File: src/rtl/calc_ctrl_param.sv
// calc_ctrl_param: calculator control FSM (IDLE/OP/CONV/RES), op selector and sequential BCD conversion.
// Latency: binary ops reach RES 2 cycles after enter; arithmetic ops reach RES 2W+2 cycles after enter (busy for 2W+1).
// Backpressure: none; button pulses arriving while busy are dropped, never queued.
//
// Ports:
//   clk, rst_n               clock, async active-low reset
//   enter, back, up, down    single-cycle button pulses (debounced, edge-detected)
//   res[2W-1:0]              two's-complement result from the combinational datapath
//   op[OPW-1:0]              current operation index
//   mode[1:0]                0 ZEROS, 1 OP, 2 RESULT, 3 ERROR
//   digits[4*DIGITS-1:0]     BCD digits, digit 0 least significant in [3:0]
//   neg                      displayed result is negative
//   busy                     conversion in progress
//
// Optional feature macro: CALC_CTRL_NEG_EN (signed arithmetic results, shown as magnitude + neg).

module calc_ctrl_param #(
  parameter int W         = 4,
  parameter int DIGITS    = 4,
  parameter int NUM_OPS   = 8,
  parameter int LOGIC_OPS = 4,
  localparam int OPW      = (NUM_OPS > 1) ? $clog2(NUM_OPS) : 1
) (
  input  logic                  clk,
  input  logic                  rst_n,
  input  logic                  enter,
  input  logic                  back,
  input  logic                  up,
  input  logic                  down,
  input  logic [2*W-1:0]        res,
  output logic [OPW-1:0]        op,
  output logic [1:0]            mode,
  output logic [4*DIGITS-1:0]   digits,
  output logic                  neg,
  output logic                  busy
);

  localparam int RW     = 2 * W;
  localparam int BW     = 4 * DIGITS;
  localparam int CW     = $clog2(RW + 1);
  // Number of digits fed from res bits in binary display mode.
  localparam int NB     = (DIGITS < RW) ? DIGITS : RW;

  localparam logic [OPW:0]   LOGIC_LIM = LOGIC_OPS[OPW:0];
  localparam logic [OPW-1:0] OP_MAX    = OPW'(NUM_OPS - 1);
  localparam logic [CW-1:0]  SHIFTS    = CW'(RW);

  localparam logic [1:0] MODE_ZEROS  = 2'd0;
  localparam logic [1:0] MODE_OP     = 2'd1;
  localparam logic [1:0] MODE_RESULT = 2'd2;
  localparam logic [1:0] MODE_ERROR  = 2'd3;

  typedef enum logic [1:0] {
    S_IDLE = 2'd0,
    S_OP   = 2'd1,
    S_CONV = 2'd2,
    S_RES  = 2'd3
  } state_t;

  state_t          state_q, state_d;
  logic [OPW-1:0]  op_q, op_d;
  logic [1:0]      mode_q, mode_d;
  logic [BW-1:0]   digits_q, digits_d;
  logic            neg_q, neg_d;
  logic            err_q, err_d;
  logic            have_res_q, have_res_d;   // a conversion has completed since reset
  logic [RW-1:0]   bin_q, bin_d;             // binary shift register (or raw res for bitwise ops)
  logic [BW-1:0]   bcd_q, bcd_d;             // double-dabble accumulator
  logic [CW-1:0]   cnt_q, cnt_d;             // shifts performed
  logic            ovf_q, ovf_d;             // sticky: a 1 was shifted past the top digit
  logic            is_bin_q, is_bin_d;
  logic            neg_pend_q, neg_pend_d;   // sign of the value being converted

  logic            sign_w;
  logic [RW-1:0]   mag_w;
  logic            is_bin_now;
  logic [BW-1:0]   bcd_adj;
  logic [BW-1:0]   bin_digits;
  logic            start;
  logic            go_idle;

  // Magnitude of the incoming result; with the feature off res is plain unsigned.
`ifdef CALC_CTRL_NEG_EN
  always_comb begin
    sign_w = res[RW-1];
    mag_w  = sign_w ? -res : res;
  end
`else
  always_comb begin
    sign_w = 1'b0;
    mag_w  = res;
  end
`endif

  assign is_bin_now = ({1'b0, op_q} < LOGIC_LIM);

  // Add-3 correction on every digit that is 5 or more before the shift.
  always_comb begin
    bcd_adj = bcd_q;
    for (int i = 0; i < DIGITS; i++) begin
      if (bcd_q[4*i +: 4] >= 4'd5) begin
        bcd_adj[4*i +: 4] = bcd_q[4*i +: 4] + 4'd3;
      end
    end
  end

  // Bitwise ops show one res bit per digit.
  always_comb begin
    bin_digits = '0;
    for (int i = 0; i < NB; i++) begin
      bin_digits[4*i +: 4] = {3'b000, bin_q[i]};
    end
  end

  always_comb begin
    state_d    = state_q;
    op_d       = op_q;
    digits_d   = digits_q;
    neg_d      = neg_q;
    err_d      = err_q;
    have_res_d = have_res_q;
    bin_d      = bin_q;
    bcd_d      = bcd_q;
    cnt_d      = cnt_q;
    ovf_d      = ovf_q;
    is_bin_d   = is_bin_q;
    neg_pend_d = neg_pend_q;
    mode_d     = mode_q;
    start      = 1'b0;
    go_idle    = 1'b0;

    case (state_q)
      S_IDLE: begin
        if (!back) begin
          if (enter) begin
            start = 1'b1;
          end else if (up || down) begin
            state_d = S_OP;
          end
        end
      end

      S_OP: begin
        if (back) begin
          if (have_res_q) begin
            state_d = S_RES;
          end else begin
            go_idle = 1'b1;
          end
        end else if (enter) begin
          start = 1'b1;
        end else if (up) begin
          op_d = (op_q == OP_MAX) ? '0 : op_q + 1'b1;
        end else if (down) begin
          op_d = (op_q == '0) ? OP_MAX : op_q - 1'b1;
        end
      end

      S_CONV: begin
        if (is_bin_q) begin
          digits_d   = bin_digits;
          neg_d      = 1'b0;
          err_d      = 1'b0;
          have_res_d = 1'b1;
          state_d    = S_RES;
        end else if (cnt_q != SHIFTS) begin
          bcd_d = {bcd_adj[BW-2:0], bin_q[RW-1]};
          bin_d = {bin_q[RW-2:0], 1'b0};
          // Anything leaving the top digit means the value needs more digits.
          ovf_d = ovf_q | bcd_adj[BW-1];
          cnt_d = cnt_q + 1'b1;
        end else begin
          digits_d   = ovf_q ? '1 : bcd_q;
          err_d      = ovf_q;
          neg_d      = neg_pend_q;
          have_res_d = 1'b1;
          state_d    = S_RES;
        end
      end

      S_RES: begin
        if (back) begin
          go_idle = 1'b1;
        end else if (enter) begin
          start = 1'b1;
        end else if (up || down) begin
          state_d = S_OP;
        end
      end

      default: begin
        go_idle = 1'b1;
      end
    endcase

    if (go_idle) begin
      state_d  = S_IDLE;
      op_d     = '0;
      digits_d = '0;
      neg_d    = 1'b0;
      err_d    = 1'b0;
    end

    // Conversion start: capture res now so later res changes cannot leak in.
    if (start) begin
      state_d    = S_CONV;
      is_bin_d   = is_bin_now;
      bin_d      = is_bin_now ? res : mag_w;
      neg_pend_d = ~is_bin_now & sign_w;
      bcd_d      = '0;
      cnt_d      = '0;
      ovf_d      = 1'b0;
    end

    // Mode follows the next state; during CONV the previous mode is kept.
    case (state_d)
      S_IDLE:  mode_d = MODE_ZEROS;
      S_OP:    mode_d = MODE_OP;
      S_RES:   mode_d = err_d ? MODE_ERROR : MODE_RESULT;
      default: mode_d = mode_q;
    endcase
  end

  always_ff @(posedge clk or negedge rst_n) begin
    if (!rst_n) begin
      state_q    <= S_IDLE;
      op_q       <= '0;
      mode_q     <= MODE_ZEROS;
      digits_q   <= '0;
      neg_q      <= 1'b0;
      err_q      <= 1'b0;
      have_res_q <= 1'b0;
      bin_q      <= '0;
      bcd_q      <= '0;
      cnt_q      <= '0;
      ovf_q      <= 1'b0;
      is_bin_q   <= 1'b0;
      neg_pend_q <= 1'b0;
    end else begin
      state_q    <= state_d;
      op_q       <= op_d;
      mode_q     <= mode_d;
      digits_q   <= digits_d;
      neg_q      <= neg_d;
      err_q      <= err_d;
      have_res_q <= have_res_d;
      bin_q      <= bin_d;
      bcd_q      <= bcd_d;
      cnt_q      <= cnt_d;
      ovf_q      <= ovf_d;
      is_bin_q   <= is_bin_d;
      neg_pend_q <= neg_pend_d;
    end
  end

  assign op     = op_q;
  assign mode   = mode_q;
  assign digits = digits_q;
  assign neg    = neg_q;
  assign busy   = (state_q == S_CONV);

endmodule

File: config.mk
export PLATFORM = sky130hd
export DESIGN_NAME = calc_ctrl_param
export DESIGN_NICKNAME = d
export VERILOG_FILES = /design/src/rtl/calc_ctrl_param.sv
export SDC_FILE = /design/constraint.sdc
export NUM_CORES = 1
export LEC_CHECK = 0
export CAP_MARGIN = 20
export CELL_PAD_IN_SITES_DETAIL_PLACEMENT = 0
export CELL_PAD_IN_SITES_GLOBAL_PLACEMENT = 1
export CORE_AREA = 2 2 83 85
export CTS_CLUSTER_DIAMETER = 80
export DETAILED_ROUTE_END_ITERATION = 8
export DIE_AREA = 0 0 85 87
export GPL_TIMING_DRIVEN = 1
export PLACE_DENSITY = 0.83
export SYNTH_ARGS = -nofsm -noshare
export SYNTH_HDL_FRONTEND = slang
export SYNTH_SLANG_ARGS = --single-unit
File: constraint.sdc
create_clock -name clk -period 5.7 [get_ports clk]
set_input_delay 1.14 -clock clk [delete_from_list [all_inputs] [get_ports clk]]
set_output_delay 1.14 -clock clk [all_outputs]
set_load 0.01 [all_outputs]
### Word-level counts from Yosys, hierarchy flattened

Cells that the tools add are included.

* register bits after elaboration: 56
* input port bits: 14

* $add $sub $neg: 7
* $lt $le $gt $ge: 5
* equal/unequal tests: 12
* mux-type cells: 62
* bitwise gates (word level): 1
* reductions and logical operators: 16

Operator list (number)
* $mux W16: 9
* $mux W4: 8
* $mux W8: 4
* $mux W3: 8
* $mux W1: 21
* $mux W2: 9
* $add A4 B2 Y4 const B: 4
* $ge A4 B3 Y1 const B: 4
* $pmux W2 S3: 2
* $reduce_bool A2 Y1: 4
* $eq A2 B2 Y1 const B: 3
* $ne A2 B1 Y1 const B: 3
* $reduce_bool A3 Y1: 2
* $add A4 B1 Y4 const B: 1
* $eq A2 B1 Y1 const B: 2
* $logic_not A2 Y1: 2
* $ne A4 B4 Y1 const B: 1
* $reduce_and A2 Y1: 2
* $reduce_and A4 Y1: 1
* $add A3 B1 Y3 const B: 1
* $eq A3 B3 Y1 const B: 1
* $logic_not A3 Y1: 1
* $lt A3 B3 Y1 const B: 1
* $ne A3 B3 Y1 const B: 1
* other kinds (8): 8

### Logic depth before layout (Yosys ltp)

* depth after elaboration: 9
* gate-level depth with buffers: 10

### Least setup slack after synthesis

OpenSTA, ideal clock, no wires.

* kind: in2reg
* start point: input back
* end point: register mode_q[0] (netlist: mode[0])
* arrival: 2.017 ns
* required time: 5.621 ns
* setup slack: 3.603 ns
* cell stages on the path: 5
* buffers on the path: 0
* path through: nor3b_4 > nor2_1 > a221oi_2 > nand2_1 > mux2i_1

* word-level cells in the longest chain between the ends: 6
* elaborated cells between the ends (all ways): 17
* classes of those cells: 2 x eq/ne; 13 x mux; 2 x reduce/logical

Ends and longest elaborated chain
* start, declared: RTL line 27 `input logic back,`
* $mux W2, or another cell as far along: RTL line 182 `if (back) begin`
* $pmux W2 S3 / $pmux W1 S2 (equally long branches): RTL line 132 `case (state_q)`
* $mux W2: RTL line 196 `if (go_idle) begin`
* $mux W2 (*): RTL line 205 `if (start) begin`
* via state_d[1]: RTL line 60 `state_t state_q, state_d;`
* $eq A2 B2 Y1, or another cell as far along: RTL line 216 `case (state_d)`
* $pmux W2 S3 / $reduce_bool A3 Y1 (equally long branches)
* end signal, assigned: RTL line 242 `mode_q <= mode_d;`
* end, declared: RTL line 62 `logic [1:0] mode_q, mode_d;`

Mark *: on every way through the listed nets, which the timed path passes. The rest lies on a longest branch.
A chain may end at the register's enable or synchronous reset.

### Worst setup path in the final report

* start point: register state_q[0]
* end point: output busy

* word-level cells in the longest chain between the ends: 1

Ends and longest elaborated chain
* start, declared: RTL line 60
* start signal, assigned: RTL line 240 `state_q <= state_d;`
* $eq A2 B2 Y1: RTL line 260 `assign busy = (state_q == S_CONV);`
* end, declared: RTL line 35 `output logic busy`

Every way passes these cells.

==> flow_metrics.env <==
export IMPL_status="completed"
export IMPL_crit_type="reg2out"
export IMPL_antenna_found_initial=0
export IMPL_yosysMostFrequentCell="dfrtp_1"
export IMPL_finalCriticalPeriod_ns=3.06
export IMPL_antennaDiodeCount=0
export IMPL_maxSlewHeadroom_pct=53.2
export IMPL_die_area_um2=7400
export IMPL_cts_made_buffers=5
export IMPL_wire_per_inst_um=14.2
export IMPL_drc_errors=0
export IMPL_synth_common_cells="dfrtp_1 (55), nand2_1 (46), o21ai_0 (25), o21ai_1 (20), nor2_1 (18)"
export IMPL_numPortBuffers=35
export IMPL_synth_distinct_cells=41
export IMPL_setup_tns_ns=0
export IMPL_cts_setup_buffers=0
export IMPL_cts_tree="yes"
export IMPL_syn_num_nets=347
export IMPL_tightestPinTransition_ns=0.701
export IMPL_cts_htree_levels=2
export IMPL_gp_congestion=0.823
export IMPL_insertion_delay_ns=0.31
export IMPL_hp_class="reg2reg"
export IMPL_vdd_drop_max_mv=0.268
export IMPL_synth_seq_cells=55
export IMPL_fillCellCount=621
export IMPL_crit_path_start_kind="register"
export IMPL_final_layout_size_suffix_gt1_share_pct=6.09
export IMPL_setup_viol=0
export IMPL_grt_pass1_wl_um=10500
export IMPL_synth_cell_area_um2=2930
export IMPL_max_cap_violations=0
export IMPL_synth_edf_count=0
export IMPL_grt_max_degree=56
export IMPL_slew_viol_final=0
export IMPL_synth_top_area_share_pct=46.9
export IMPL_cts_repair_resized=0
export IMPL_ios=37
export IMPL_cts_sinks=55
export IMPL_rsz0062_at_grt="no"
export IMPL_drtAntennaViolNets=0
export IMPL_synthCells=316
export IMPL_ff_latch_area_um2=1380
export IMPL_grt_remaining_overflow=0
export IMPL_fin_worst_skew_ns=0.00788
export IMPL_grt_pass1_vias=2130
export IMPL_power_density_nw_per_um2=397
export IMPL_dieHeight_um=87
export IMPL_place_hpwl_um=4310
export IMPL_wl_um=6040
export IMPL_syn_mean_instance_area_um2=9.29
export IMPL_cp_end_kind="output port"
export IMPL_die_width_um=85
export IMPL_p_leak_uw=0.00148
export IMPL_dr_first_iter_drc_count=150
export IMPL_ys_seq_area_share_pct=46.9
export IMPL_place_ws_ns=2.42
export IMPL_period_share_pct=53.6
export IMPL_clock_path_buffers=2
export IMPL_area_growth_pct=17.4
export IMPL_ys_top_cells_by_area="dfrtp_1 (47%), ha_1 (7.2%), nand2_1 (5.9%), o21ai_0 (4.3%), o31ai_1 (3.8%)"
export IMPL_ys_flop_type="dfrtp_1"
export IMPL_final_setup_worst_slack_ns=2.64
export IMPL_path_cells="inv_1 -> ha_1 -> clkdlybuf4s50_1"
export IMPL_vias=2276
export IMPL_row_count=30
export IMPL_cp_max_fo=9
export IMPL_yosys_warnings=0
export IMPL_dr_pass1_iters=4
export IMPL_via_per_inst=5.36
export IMPL_cp_arrival_ns=1.92
export IMPL_crit_required_ns=4.56
export IMPL_synth_async_reset_ratio_pct=100
export IMPL_multiInputGateArea_um2=1410
export IMPL_core_area_um2=6570
export IMPL_initial_core_util_pct=44.7
export IMPL_slowest_delay_ns=0.61
export IMPL_fmax_ghz=0.327
export IMPL_cts_root_buf="clkbuf_8"
export IMPL_grt_usage_pct=17.7
export IMPL_hold_violations=0
export IMPL_clk_pin_slew_worst_paths_ns=0.10
export IMPL_postCtsHoldBufs=0
export IMPL_slowest_stage="clkdlybuf4s50_1"
export IMPL_synth_top_area_cell="dfrtp_1"
export IMPL_nNetsFinal=375
[power by group]
part,internal [uW],switching (uW)
logic,237,321
registers,465,72.8
clock network,142,129
total,845,522
[cell usage in the layout, fill, tap and decap left out, types with 2 or more instances in the layout]
| master | Yosys | final |
|---|---|---|
| nand2b_1 | 6 | 6 |
| clkdlybuf4s50_1 | 0 | 34 |
| xnor2_1 | 4 | 4 |
| o21a_1 | 2 | 2 |
| nor2_1 | 18 | 18 |
| or3_1 | 4 | 4 |
| o31ai_1 | 15 | 15 |
| clkbuf_8 | 0 | 6 |
| ha_1 | 17 | 17 |
| a22oi_1 | 8 | 8 |
| xor2_1 | 6 | 6 |
| o21ai_1 | 20 | 20 |
| nand2_1 | 46 | 46 |
| buf_4 | 2 | 2 |
| dfrtp_1 | 55 | 55 |
| o21ai_0 | 25 | 25 |
| nand3_1 | 14 | 14 |
| a32o_1 | 4 | 4 |
| nor3_1 | 3 | 3 |
| a221oi_2 | 2 | 2 |
| nor2b_1 | 2 | 2 |
| a21oi_1 | 14 | 14 |
| inv_1 | 17 | 17 |
[path summary, 6_finish.rpt]
check                      startpoint  slack, ns  cells after the start    endpoint
max in group asynchronous       rst_n       4.29                      2  digits[10]
min reg2reg                  bin_q[7]       0.48                      2    bcd_q[0]
min                          bin_q[7]       0.48                      2    bcd_q[0]
max                        state_q[0]       2.64                      3        busy
max reg2reg                state_q[0]       3.33                      7     mode[0]
min in group asynchronous       rst_n       0.95                      2     mode[1]
[kinds of logic after synthesis]
family	share of synthesized area, %
compound gates	21.3
xor+xnor	2.98
fa+ha+maj	7.25
buf+inv	5.12
flops	46.9
mux	0.341
other cells	0.128
simple gates	16.0
[state kept, by name, indices dropped and copies added, names as in the netlist]
name	count
ovf_q	1
digits	16
have_res_q	1
mode	2
state_q	2
op	3
bin_q	8
bcd_q	16
err_q	1
cnt_q	4
is_bin_q	1
[final cells by class]
class | instances | area share [%]
Inverter | 18 | 1.96
Clock buffer | 6 | 2.40
Timing Repair Buffer | 38 | 10.9
Clock inverter | 2 | 1.02
Multi-Input combinational cell | 226 | 40.9
Sequential cell | 55 | 40.0
Tap cell | 80 | 2.91
[worst max-delay path, delay by kind of cell (launching register included)]
family,cells,cell delay (ns)
flip-flops,1,0.47
buffers and inverters,2,0.74
adder cells (fa/ha/maj),1,0.39
[per-stage QoR]
stage	total power, uW	hold WS (ns)	std cells	util, %	cell area (um^2)
after global routing	1480	0.518	425	52.4	3440
after detailed placement	1090	0.463	416	50.4	3310
after global placement	1080	0.460	416	50.4	3310
after floorplan	929	0.446	316	-	2930
final	1370	0.483	425	52.4	3440
after CTS	1360	0.488	424	52.2	3430
[per-layer routing]
| layer | global-route usage (%) | vias up | wire length [um] |
|---|---|---|---|
| li1 | - | 1150 | - |
| met1 | 26.2 | 1089 | 3140 |
| met2 | 26.8 | 32 | 2670 |
| met3 | 2.84 | 5 | 160 |
| met4 | 5.19 | 0 | 64 |
| met5 | 0 | - | 0 |
(Power assumes the default switching activity.)
==> edit: new RTL, same flow settings <==
The parameter `DIGITS` goes from 4 to 8. Comments in the files are not updated.
--- a/src/rtl/calc_ctrl_param.sv
+++ b/src/rtl/calc_ctrl_param.sv
@@ -16,7 +16,7 @@
 
 module calc_ctrl_param #(
   parameter int W         = 4,
-  parameter int DIGITS    = 4,
+  parameter int DIGITS    = 8,
   parameter int NUM_OPS   = 8,
   parameter int LOGIC_OPS = 4,
   localparam int OPW      = (NUM_OPS > 1) ? $clog2(NUM_OPS) : 1
Ports: changed (resized digits); port bits go from 37 to 53. The function was not compared with the original's and may differ.
==> edit against the original RTL <==
The run now fails in 3_3_place_gp. Synthesized area rose by 53%.
==> edit: results (changes against the original RTL) <==
status: "did not finish"  # was finished clean
failed_stage: "3_3_place_gp"
stop_error: "[ERROR GPL-0301] Utilization 105.924 % exceeds 100%."
synth-seq-area-share_pct: 48.6  # was 46.9%
postSynthNetCount: 530  # was 347
post_synth_xor_area_fraction_pct: 3.52  # was 2.99%
yosys_most_used_dff: "sky130_fd_sc_hd__dfrtp_1"  # unchanged
yosys-top-cells-area: "sky130_fd_sc_hd__dfrtp_1, sky130_fd_sc_hd__o21ai_0, sky130_fd_sc_hd__ha_1"  # was sky130_fd_sc_hd__dfrtp_1, sky130_fd_sc_hd__ha_1, sky130_fd_sc_hd__nand2_1
synth_cell_type_count: 42  # was 41
synthesis.area_per_instance_um2: 9.12  # was 9.29 um2
adder_cell_share_of_the_synthesized_area_pct: 6.98  # was 7.25%
synthesis.yosys.warnings: 0  # unchanged
muxShareOfSynthArea_pct: 0.223  # was 0.341%
synth_common_cells: "sky130_fd_sc_hd__dfrtp_1, sky130_fd_sc_hd__o21ai_0, sky130_fd_sc_hd__nand2_1, sky130_fd_sc_hd__nand3_1, sky130_fd_sc_hd__a21oi_1"  # was sky130_fd_sc_hd__dfrtp_1, sky130_fd_sc_hd__nand2_1, sky130_fd_sc_hd__o21ai_0, sky130_fd_sc_hd__o21ai_1, sky130_fd_sc_hd__nor2_1
die_w_um: 85  # unchanged
ys_ff_latch: 87  # was 55
synth_compound_gate_area_share_pct: 21.1  # was 21.3%
numPortBuffers: 51  # was 35
async_reset_ff_share_pct: 100  # unchanged
-- edit: cell types whose count changed after synthesis, moves of 5 or more --
cell,unedited run,this run
sky130_fd_sc_hd__nor2_1,18,25
sky130_fd_sc_hd__xnor2_1,4,9
sky130_fd_sc_hd__nand2_1,46,62
sky130_fd_sc_hd__clkbuf_1,4,16
sky130_fd_sc_hd__o21ai_0,25,86
sky130_fd_sc_hd__ha_1,17,25
sky130_fd_sc_hd__nand3_1,14,34
sky130_fd_sc_hd__inv_1,17,23
sky130_fd_sc_hd__o221ai_1,0,7
sky130_fd_sc_hd__o21ai_1,20,7
sky130_fd_sc_hd__a21oi_1,14,28
sky130_fd_sc_hd__dfrtp_1,55,87
sky130_fd_sc_hd__nand2b_1,6,11
-- edit: kinds of logic after synthesis --
group	after synthesis
fa+ha+maj	25
compound gates	161
xor+xnor	18
flops	87
other cells	1
buf+inv	50
simple gates	148
mux	1
